$ cat src/rtl/piso_pkg.sv
// Shared types and defaults for the parallel-in/serial-out transmitter.
package piso_pkg;
    localparam int WIDTH_DEF = 8;

    typedef enum logic [1:0] {
        IDLE  = 2'd0,
        SHIFT = 2'd1,
        DONE  = 2'd2
    } state_e;
endpackage

$ cat src/rtl/piso_bit_cnt.sv
// Mod-WIDTH bit counter: counts shifted bits, flags the last bit of a frame.
module piso_bit_cnt #(
    parameter int WIDTH = 8
) (
    input  logic clk_i,
    input  logic rst_i,
    input  logic clr_i,
    input  logic en_i,
    output logic tc_o
);
    localparam int CW = $clog2(WIDTH);

    logic [CW-1:0] cnt_q, cnt_d;

    assign tc_o = (cnt_q == CW'(WIDTH - 1));

    always_comb begin
        cnt_d = cnt_q;
        if (clr_i) begin
            cnt_d = '0;
        end else if (en_i) begin
            cnt_d = tc_o ? '0 : cnt_q + CW'(1);
        end
    end

    always_ff @(posedge clk_i) begin
        if (rst_i) cnt_q <= '0;
        else       cnt_q <= cnt_d;
    end
endmodule

$ cat src/rtl/piso_tx.sv
// Serializer: accepts a WIDTH-bit word on a valid/ready handshake and shifts it
// out one bit per enabled cycle, then pulses done for one cycle.
module piso_tx
    import piso_pkg::*;
#(
    parameter int WIDTH     = WIDTH_DEF,
    parameter bit MSB_FIRST = 1'b1
) (
    input  logic             clk,
    input  logic             r,
    input  logic             load_valid,
    output logic             load_ready,
    input  logic [WIDTH-1:0] load_data,
    input  logic             shift_en,
    output logic             sd,
    output logic             sd_valid,
    output logic             frame,
    output logic             done
);
    state_e           state_q, state_d;
    logic [WIDTH-1:0] sreg_q, sreg_d;
    logic             accept, adv, last_bit;

    assign accept = load_valid && (state_q != SHIFT);
    assign adv    = (state_q == SHIFT) && shift_en;

    piso_bit_cnt #(.WIDTH(WIDTH)) u_cnt (
        .clk_i (clk),
        .rst_i (r),
        .clr_i (accept),
        .en_i  (adv),
        .tc_o  (last_bit)
    );

    always_comb begin
        state_d = state_q;
        sreg_d  = sreg_q;
        case (state_q)
            IDLE, DONE: begin
                if (load_valid) begin
                    sreg_d  = load_data;
                    state_d = SHIFT;
                end else begin
                    state_d = IDLE;
                end
            end
            SHIFT: begin
                if (shift_en) begin
                    // Head bit falls off the end; zeros fill behind it.
                    sreg_d = MSB_FIRST ? {sreg_q[WIDTH-2:0], 1'b0}
                                       : {1'b0, sreg_q[WIDTH-1:1]};
                    if (last_bit) state_d = DONE;
                end
            end
            default: state_d = IDLE;
        endcase
    end

    always_ff @(posedge clk) begin
        if (r) begin
            state_q <= IDLE;
            sreg_q  <= '0;
        end else begin
            state_q <= state_d;
            sreg_q  <= sreg_d;
        end
    end

    assign load_ready = (state_q != SHIFT);
    assign sd_valid   = (state_q == SHIFT);
    assign frame      = (state_q == SHIFT);
    assign done       = (state_q == DONE);
    assign sd         = (state_q == SHIFT) && (MSB_FIRST ? sreg_q[WIDTH-1] : sreg_q[0]);
endmodule
$ cat config.mk
export PLATFORM = sky130hd
export DESIGN_NAME = piso_tx
export DESIGN_NICKNAME = d
export VERILOG_FILES = /design/src/rtl/piso_pkg.sv /design/src/rtl/piso_bit_cnt.sv /design/src/rtl/piso_tx.sv
export SDC_FILE = /design/constraint.sdc
export NUM_CORES = 1
export LEC_CHECK = 0
export CORE_MARGIN = 3
export CORE_UTILIZATION = 49
export CTS_BUF_LIST = sky130_fd_sc_hd__clkbuf_2
export DETAILED_ROUTE_END_ITERATION = 10
export GPL_ROUTABILITY_DRIVEN = 0
export MAX_ROUTING_LAYER = met4
export PLACE_DENSITY_LB_ADDON = 0.12
export SETUP_SLACK_MARGIN = 0.5
export SYNTH_ARGS = -nofsm -noshare
export SYNTH_HDL_FRONTEND = slang
export SYNTH_SLANG_ARGS = --single-unit
$ cat constraint.sdc
create_clock -name clk -period 1.7 [get_ports clk]
set_clock_uncertainty 0.1 [all_clocks]
set_input_delay 0.34 -clock clk [delete_from_list [all_inputs] [get_ports clk]]
set_output_delay 0.34 -clock clk [all_outputs]
set_load 0.01 [all_outputs]
Word-level counts from Yosys, hierarchy flattened
Index checks and enable logic that the tools add are counted.
{"block": "word_totals", "register_bits": 13, "latchBits": 0, "ramBits": 0, "mem_bits_ro": 0, "input_bits": 12, "word_cells": 28, "n_memories": 0}
{"block": "classes", "n_addsub": 1, "n_mul": 0, "n_div": 0, "magnitude_cmp": 0, "eq_ne": 7, "shifts": 0, "mux": 8, "bitwise": 0, "reduce_logical": 9}
{"cell": "$mux 8", "count": 2}
{"cell": "$pmux 8 s2", "count": 1}
{"cell": "$mux 2", "count": 2}
{"cell": "$ne 2x1->1 const B", "count": 2}
{"cell": "$ne 2x2->1 const B", "count": 2}
{"cell": "$pmux 2 s2", "count": 1}
{"cell": "$reduce_or 2->1", "count": 2}
{"cell": "$add 3x1->3 const B", "count": 1}
{"cell": "$eq 3x3->1 const B", "count": 1}
{"cell": "$logic_and 1x1->1", "count": 3}
{"cell": "$mux 3", "count": 1}
{"cell": "$reduce_and 3->1", "count": 1}
{"cell": "$eq 2x1->1 const B", "count": 1}
{"cell": "$eq 2x2->1 const B", "count": 1}
{"cell": "$logic_not 2->1", "count": 1}
{"cell": "$reduce_and 2->1", "count": 1}
{"cell": "$reduce_bool 2->1", "count": 1}
{"cell": "$mux 1", "count": 1}

Depth between registers and ports, before layout
{"block": "logic_depth", "depth_word": 4, "ltp_mapped": 5}

Cells and area by module
From an unflattened synthesis, not the netlist that was laid out.
{"block": "hier_totals", "cells_unflattened": 71, "hier_area_um2": 676.9}
{"mod": "piso_tx", "instances": 1, "cells_each": 59, "area_each_um2": 534.3}
{"mod": "piso_bit_cnt", "instances": 1, "cells_each": 12, "area_each_um2": 142.6}

Worst setup path before layout
OpenSTA, ideal clock, no wires.
{"block": "synth_timing", "path_kind": "register -> output", "from": "register state_q[1]", "to": "output sd", "arrival_time_ns": 1.118, "required_ns": 1.260, "slack_ns": 0.142, "path_stages_with_launch": 5, "n_path_buf": 1, "path_cell_list": "dfxtp_1 nand2b_1 buf_2 clkinv_1 and2_1"}
{"block": "synth_between", "elab_chain_len": 2}
{"element": "from (decl)", "line_no": "piso_tx.sv:20", "text": "state_e state_q, state_d;"}
{"element": "from (signal assigned)", "line_no": "piso_tx.sv:64", "text": "state_q <= state_d;"}
{"element": "$eq 2x1->1"}
{"element": "net frame", "line_no": "piso_tx.sv:17", "text": "output logic frame,"}
{"element": "$logic_and 1x1->1", "line_no": "piso_tx.sv:73", "text": "assign sd = (state_q == SHIFT) && (MSB_FIRST ? sreg_q[WIDTH-1] : sreg_q[0]);"}
{"element": "to (decl)", "line_no": "piso_tx.sv:15", "text": "output logic sd,"}
The timed path passes the listed nets, and every way through them passes these cells.

Worst setup path in the final report
{"block": "layout_timing", "from": "register state_q[1]", "to": "output sd"}
{"block": "layout_between", "elab_chain_len": 2}
{"element": "$eq 2x1->1", "line_no": "piso_tx.sv:73"}
{"element": "$logic_and 1x1->1", "line_no": "piso_tx.sv:73"}
No other way between the ends.

==> impl_metrics.json <==
{
  "fin_nets": 118,
  "syn_avg_cell_area_um2": 9.210,
  "syn_area_um2": 663.1,
  "cpMaxStageDelayCell": "dfxtp_2",
  "ys_seq_elements": 13,
  "cp-start-kind": "flip-flop",
  "dieArea_mm2": 0.001831,
  "final_util": 0.8502,
  "period_share": 0.9179,
  "crit_buf_inv": 3,
  "die_h_um": 42.79,
  "crit_family": "flip-flops",
  "setup_slack_ps": 139.6,
  "max_stage_delay_ps": 350,
  "rsz0062_at_grt": "true",
  "setup_viol": 0,
  "clk_latency_ps": 260,
  "cts_buffer_depth": 2,
  "wl_per_cell_um": 13.50,
  "crit_type": "reg2out",
  "cts_buffers": 3,
  "coreArea_mm2": 0.001186,
  "io_buffers": 16,
  "worst-path-max-fanout": 4,
  "crit_path_end_kind": "output pin",
  "ys_warn_count": 0,
  "postRouteWirelength_um": 1580,
  "period_needed_ps": 1560,
  "ir_drop_mv": 0.5559,
  "most-common-layout-cells": "16 x nand2_1, 13 x buf_4, 9 x clkdlybuf4s50_1, 9 x dfxtp_1, 8 x nor3_1",
  "r2r_slack_ps": 280,
  "final_area_mm2": 0.001008,
  "cts_tree": "yes",
  "grt_pass1_wl_um": 2622,
  "synthesis.nets": 86,
  "grt_pass1_vias": 597,
  "n_antenna_cell": 0,
  "worstPathRequired_ps": 1260,
  "cts_hold_buf": 0,
  "initial_core_util": 0.5591,
  "cp_common_cell": "buf_6",
  "crit_arrival_ps": 1120,
  "power_density_mw_per_mm2": 702.2,
  "async_flop_share": 0,
  "routed-via-count": 652,
  "fp.dieW_um": 42.79,
  "place_area_um2": 898.4,
  "cts_max_level": 1,
  "layout_commonest_cell": "nand2_1",
  "viasPerCell": 5.573,
  "timing.slew.headroom": 0.8390,
  "clockRootBuffer": "clkbuf_2",
  "synthToLayoutAreaGrowth_pct": 52.08,
  "overflow": 0,
  "dp_worst_setup_slack_ps": -148.3,
  "drt_iter0_drc": 22,
  "ys_types": 24,
  "clkSinkCount": 13,
  "max_freq_mhz": 640.9,
  "yosys_most_used_dff": "dfxtp_1",
  "ios": 17,
  "yosysSeqAreaShare": 0.3925,
  "cp_cell_sequence": "nand2b_4 -> buf_6 -> clkinv_8 -> and2_4 -> buf_6",
  "slew_viol_final": 0,
  "drive_gt1_frac": 0.4660,
  "leakage_nw": 0.4303,
  "tightest_slew_ps": 240.7,
  "drcViolationCount": 0,
  "dpl.hpwl_um": 1076,
  "synth_edf_count": 0,
  "worst_hold_path_type": "reg2reg",
  "ant_nets": 0,
  "synth_cells": 72,
  "num_rows": 12,
  "outcome": "completed",
  "nFillCells": 68,
  "antenna_found_initial": 0,
  "cap_violations": 0,
  "cts.reportedPaths.clkPinSlew_ps": 120,
  "dr.pass1.iters": 5,
  "grt_usage": 0.1950,
  "hold_viol_final": 0,
  "grt_max_degree": 9
}
[report_power, final]
| group | internal (mW) | leakage (nW) | total (mW) | switching (mW) |
|---|---|---|---|---|
| clock | 0.0624 | 0.0166 | 0.162 | 0.0994 |
| sequential | 0.328 | 0.109 | 0.341 | 0.0127 |
| combinational | 0.112 | 0.305 | 0.206 | 0.0935 |
[cells in the mapped netlist, types with 2 or more instances]
cell type  number  area, um2
a21oi_1         2      10.01
a311oi_2        7      105.1
a32o_1          2      20.02
buf_2           3      15.01
buf_6           2      22.52
dfxtp_1        13      260.3
ha_1            2      25.02
nand2_1        16      60.06
nor2b_1         3      18.77
nor3_1          8      40.04
[logic make-up (layout without fill, tap and decap cells)]
kind of cell | after synthesis | after routing | synth area share
simple gates | 36 | 36 | 0.2661
compound gates | 13 | 13 | 0.2245
flops | 13 | 13 | 0.3925
buf+inv | 8 | 39 | 0.07923
fa+ha+maj | 2 | 2 | 0.03773
[final timing paths]
path | startpoint | end | cells after the start
max | state_q[1]$_SDFFE_PP0P_ | sd | 5
min | sreg_q[0]$_SDFFE_PP0P_ | sreg_q[0]$_SDFFE_PP0P_ | 2
max reg2reg | state_q[0]$_SDFFE_PP0P_ | sreg_q[2]$_SDFFE_PP0P_ | 4
min reg2reg | sreg_q[0]$_SDFFE_PP0P_ | sreg_q[0]$_SDFFE_PP0P_ | 2
[worst register-to-register path, delay by kind of cell (launching register included)]
family                 cells  cell delay (ps)
DFF                        1              360
buffers and inverters      1              120
and+or+nand+nor            2              560
AOI/OAI and AO/OA          1              210
[layer usage]
layer / wire length, um / share of wire / up-vias / global-route usage
li1: - / - / 318 / -
met1: 686 / 0.43 / 306 / 0.2347
met2: 760 / 0.48 / 24 / 0.3174
met3: 96 / 0.061 / 4 / 0.02542
met4: 37 / 0.023 / 0 / 0.09317
met5: 0 / 0 / - / -
[registers in the layout (all words and copies together) (netlist names)]
signal / count
sreg_q: 8
state_q: 2
u_cnt.cnt_q: 3
[timing repair]
item,CTS,global route
pin swaps,7,4
setup buffers,4,2
hold endpoints to repair,0,0
resized for setup,35,8
setup endpoints to repair,18,18
[per-stage QoR]
step / power (mW) / setup TNS [ps] / hold slack, ps / cells
CTS: 0.7006 / 0 / 383.0 / 115
global placement: 0.5196 / -795.1 / 352.3 / 107
floorplan: 0.4567 / 0 / 336.2 / 72
global route: 0.7436 / 0 / 415.7 / 117
detailed placement: 0.5237 / -1153 / 364.3 / 107
finish: 0.7082 / 0 / 397.7 / 117
[layout make-up]
cell class / instances / area (um2) / share of cell area
Multi-Input combinational cell: 51 / 397.9 / 0.3945
Timing Repair Buffer: 33 / 287.8 / 0.2854
Sequential cell: 13 / 265.3 / 0.2630
Clock buffer: 4 / 20.02 / 0.01985
Inverter: 2 / 20.02 / 0.01985
Tap cell: 14 / 17.52 / 0.01737
Note: power is estimated with default switching activity, not from simulation.
